===== config.mk =====
export PLATFORM = sky130hd
export DESIGN_NAME = tff_updown_counter
export DESIGN_NICKNAME = d
export VERILOG_FILES = /design/src/rtl/tff_updown_counter.sv
export SDC_FILE = /design/constraint.sdc
export NUM_CORES = 1
export LEC_CHECK = 0
export CAP_MARGIN = 30
export CORE_UTILIZATION = 30
export DETAILED_ROUTE_END_ITERATION = 8
export PLACE_DENSITY = 0.61
export SLEW_MARGIN = 10
export SYNTH_ARGS = -nofsm -noshare
export SYNTH_HDL_FRONTEND = slang
export SYNTH_SLANG_ARGS = --single-unit

===== constraint.sdc =====
create_clock -name i_clk -period 4.4 [get_ports i_clk]
set_input_delay 0.44 -clock i_clk [delete_from_list [all_inputs] [get_ports i_clk]]
set_output_delay 0.44 -clock i_clk [all_outputs]
set_load 0.01 [all_outputs]

===== src/rtl/tff_updown_counter.sv =====
// Modulo-N up/down counter built from a bank of T flip-flops.
// Supports synchronous load with clamping, count enable, direction, and binary or Gray output.
module tff_updown_counter #(
    parameter int WIDTH   = 4,
    parameter int MODULUS = 16
) (
    input  logic             i_clk,
    input  logic             i_reset,
    input  logic             i_en,
    input  logic             i_up,
    input  logic             i_load,
    input  logic [WIDTH-1:0] i_din,
    input  logic             i_gray,
    output logic [WIDTH-1:0] o_q,
    output logic             o_tc,
    output logic             o_wrap
);

    generate
        if (WIDTH < 2 || WIDTH > 16) begin : g_badWidth
            $error("tff_updown_counter: WIDTH must be in 2..16");
        end
        if (MODULUS < 2 || MODULUS > (1 << WIDTH)) begin : g_badModulus
            $error("tff_updown_counter: MODULUS must be in 2..2**WIDTH");
        end
    endgenerate

    localparam logic [WIDTH-1:0] MAX_CNT = WIDTH'(MODULUS - 1);
    localparam logic [WIDTH-1:0] ONE     = WIDTH'(1);
    localparam int unsigned      MOD_U   = MODULUS;

    logic [WIDTH-1:0] r_cnt;
    logic             r_wrap;
    logic [WIDTH-1:0] w_cntNext;
    logic [WIDTH-1:0] w_t;
    logic [WIDTH-1:0] w_loadVal;
    logic             w_atMax;
    logic             w_atZero;
    logic             w_tc;

    assign w_atMax  = (r_cnt == MAX_CNT);
    assign w_atZero = (r_cnt == '0);

    // Out-of-range load values clamp to the top of the count range.
    assign w_loadVal = (32'(i_din) < MOD_U) ? i_din : MAX_CNT;

    always_comb begin
        w_cntNext = r_cnt;
        if (i_load) begin
            w_cntNext = w_loadVal;
        end else if (i_en) begin
            if (i_up) begin
                w_cntNext = w_atMax ? '0 : r_cnt + ONE;
            end else begin
                w_cntNext = w_atZero ? MAX_CNT : r_cnt - ONE;
            end
        end
    end

    assign w_t  = r_cnt ^ w_cntNext;
    assign w_tc = i_en & ~i_load & (i_up ? w_atMax : w_atZero);

    always_ff @(posedge i_clk) begin
        if (i_reset) begin
            r_cnt  <= '0;
            r_wrap <= 1'b0;
        end else begin
            r_cnt  <= r_cnt ^ w_t;
            r_wrap <= w_tc;
        end
    end

    assign o_q    = i_gray ? (r_cnt ^ (r_cnt >> 1)) : r_cnt;
    assign o_tc   = w_tc;
    assign o_wrap = r_wrap;

endmodule


==> metrics.cfg <==
[die]
pin_count = 16
rows = 14
start_util_pct = 31.93
die_w_um = 41.81
fp.dieH_um = 41.81
die_area_um2 = 1748
core_area_um2 = 1489

[worst_setup_path]
cp_common_cell = clkdlybuf4s50_1
critPathMaxStageDelay_ns = 0.68
critPathSlowestCell = clkdlybuf4s50_1
regToRegSetupSlack_ns = 2.71
cp_max_fo = 11
crit_family = buffers and inverters
crit_arrival_ns = 2.21
path_cells = clkdlybuf4s50_1 -> a21oi_2 -> a2111oi_2 -> clkdlybuf4s50_1
worstSetupEndpointType = output port
start_kind = input port
crit_buf_inv = 2
crit_type = in2out
required_ns = 3.96

[outcome]
outcome = finished, final reports clean

[placement]
dp.cells = 88
pre_cts_slack_ns = 1.755
dpl.hpwl_um = 824.4
port-buffer-count = 15
gp_congestion = 0.8069

[logic_synthesis]
syn_area_um2 = 475.5
avgSynthCellArea_um2 = 7.924
syn_inst = 60
ys_ff_latch = 5
yosysSeqAreaShare_pct = 21.05
syn-num-nets = 77
yosysUniqueCellTypes = 26
ys_warn_count = 0

[clock_tree]
cts-root-buf = clkbuf_4
cts_resized = 0
cts_buffer_depth = 2
insertion_delay_ns = 0.24
cts_setup_buffers = 0
clock-sinks = 5
cts_buffers = 3
cts_tree = built
path_clk_slew_ns = 0.04
cts.htree.levels = 1
ctsHoldBuffers = 0

[layout]
instances_no_fill = 92
areaGrowthSynthToFinish_pct = 36.32
layout_common_cells = clkdlybuf4s50_1, nand2_1, inv_1
num_antenna_cells = 0
drive_gt1_share_pct = 9.211
layout_commonest_cell = clkdlybuf4s50_1
final_nets = 94
fin_util_pct = 43.53

[grt]
grt_overflow = 0
antenna_found_initial = 0
grt_max_degree = 12
grt_pass1_vias = 451
grt_pass1_wl_mm = 1.821
grt_usage_pct = 13.15

[route]
detail_route.first_pass.iterations = 4
wl_per_cell_um = 11.02
drc = 0
ant_nets = 0
drt_iter0_drc = 7
wirelength_mm = 1.014
via_count = 479
vias_per_cell = 5.207

[sta]
tns_ns = 0
fin_ws_ns = 1.745
rsz0062_at_grt = no
setup_viol = 0
fmax_mhz = 376.7
layout_min_cycle_time_ns = 2.655
tightest_slew_ns = 0.3596
fin_worst_skew_ns = 0.003535
slew_violations = 0
hold_viol = 0
fin_crit_sh_pct = 60.34
slew_headroom_pct = 75.95

[pwr]
p_leak_nw = 0.2702
peakVddDrop_v = 0.0001122
power_density_nw_per_um2 = 245.2

[hold_path]
worstHoldPathType = reg2reg

[flow_run]
cap_violations = 0

==> through the flow <==
| stage | hold WS (ns) | area (µm²) | total power [W] |
|---|---|---|---|
| 6_report | 0.5455 | 648.1 | 0.0001589 |
| 3_3_place_gp | 0.5364 | 621.8 | 0.0001089 |
| 5_1_grt | 0.5941 | 648.1 | 0.0001727 |
| 2_1_floorplan | 0.4967 | 475.5 | 0.00008604 |
| 3_5_place_dp | 0.5456 | 621.8 | 0.0001088 |
| 4_1_cts | 0.5546 | 648.1 | 0.0001622 |
==> synth_stat cells <==
| master | count | area, µm² |
|---|---|---|
| nand2_1 | 9 | 33.78 |
| inv_1 | 8 | 30.03 |
| ha_1 | 7 | 87.58 |
| dfxtp_1 | 5 | 100.1 |
| a21oi_1 | 3 | 15.01 |
| a31oi_1 | 3 | 18.77 |
| o21ai_0 | 3 | 15.01 |
| o21ai_1 | 3 | 15.01 |
| a221oi_1 | 2 | 17.52 |
| a2111oi_2 | 1 | 15.01 |
| a21bo_1 | 1 | 10.01 |
| a21oi_2 | 1 | 8.760 |
| a221oi_2 | 1 | 15.01 |
| a311o_1 | 1 | 10.01 |
| a311oi_1 | 1 | 8.760 |
| and3_2 | 1 | 7.510 |
| buf_4 | 1 | 7.510 |
| buf_6 | 1 | 11.26 |
| clkbuf_2 | 1 | 5.000 |
| nand3_1 | 1 | 5.000 |
| nand3b_1 | 1 | 7.510 |
| nor2_1 | 1 | 3.750 |
| nor2b_1 | 1 | 6.260 |
| o22ai_1 | 1 | 6.260 |
| o31a_1 | 1 | 8.760 |
| or2_1 | 1 | 6.260 |
==> power breakdown <==
| part | internal [W] | total [W] | switching [W] | leakage (nW) |
|---|---|---|---|---|
| clock network | 0.0000342 | 0.0000510 | 0.0000169 | 0.0150 |
| registers | 0.0000486 | 0.0000526 | 0.00000400 | 0.0414 |
| logic | 0.0000293 | 0.0000552 | 0.0000259 | 0.214 |
==> state kept, by name, indices dropped and copies added, names as in the netlist <==
| register | flops |
|---|---|
| o_wrap | 1 |
| r_cnt | 4 |
==> per-layer routing <==
metal | global-route usage, % | vias to the layer above | wire length, µm
met5 | 0 | - | 0
met4 | 1.935 | 0 | 0
met3 | 5.652 | 0 | 42
met2 | 20.94 | 14 | 444
met1 | 16.80 | 218 | 527
li1 | - | 247 | -
==> path summary, 6_finish.rpt <==
check | from | endpoint | depth (start not counted)
worst min-delay path | r_cnt[2] | r_cnt[2] | 2
worst min register to register | r_cnt[2] | r_cnt[2] | 2
worst max register to register | r_cnt[0] | r_cnt[1] | 5
worst max-delay path | i_up | o_tc | 4
==> worst register-to-register path, delay by kind of cell, from the launching register on <==
| kind | cells | cell delay, ns |
|---|---|---|
| AOI/OAI and AO/OA | 2 | 0.47 |
| DFF | 1 | 0.46 |
| adders and majority gates | 1 | 0.34 |
| and+or+nand+nor | 1 | 0.24 |
| buffers and inverters | 1 | 0.10 |
==> kinds of logic (layout without fill, tap and decap cells) <==
| kind of cell | after synthesis | in the layout | share of synthesized area [%] |
|---|---|---|---|
| adders and majority gates | 7 | 7 | 18.42 |
| buffers and inverters | 11 | 27 | 11.32 |
| DFF | 5 | 5 | 21.05 |
| and+or+nand+nor | 15 | 15 | 14.74 |
| AOI/OAI and AO/OA | 22 | 22 | 34.47 |
==> area by class of cell <==
type | instances | area, µm²
inverters | 8 | 30.03
clock buffers | 4 | 26.28
flip-flops and latches | 5 | 100.1
multi-input cells | 44 | 321.6
fillers | 151 | 840.8
repair buffers | 15 | 150.1
well taps | 16 | 20.02
No activity file was read; power rests on OpenSTA's default activity.
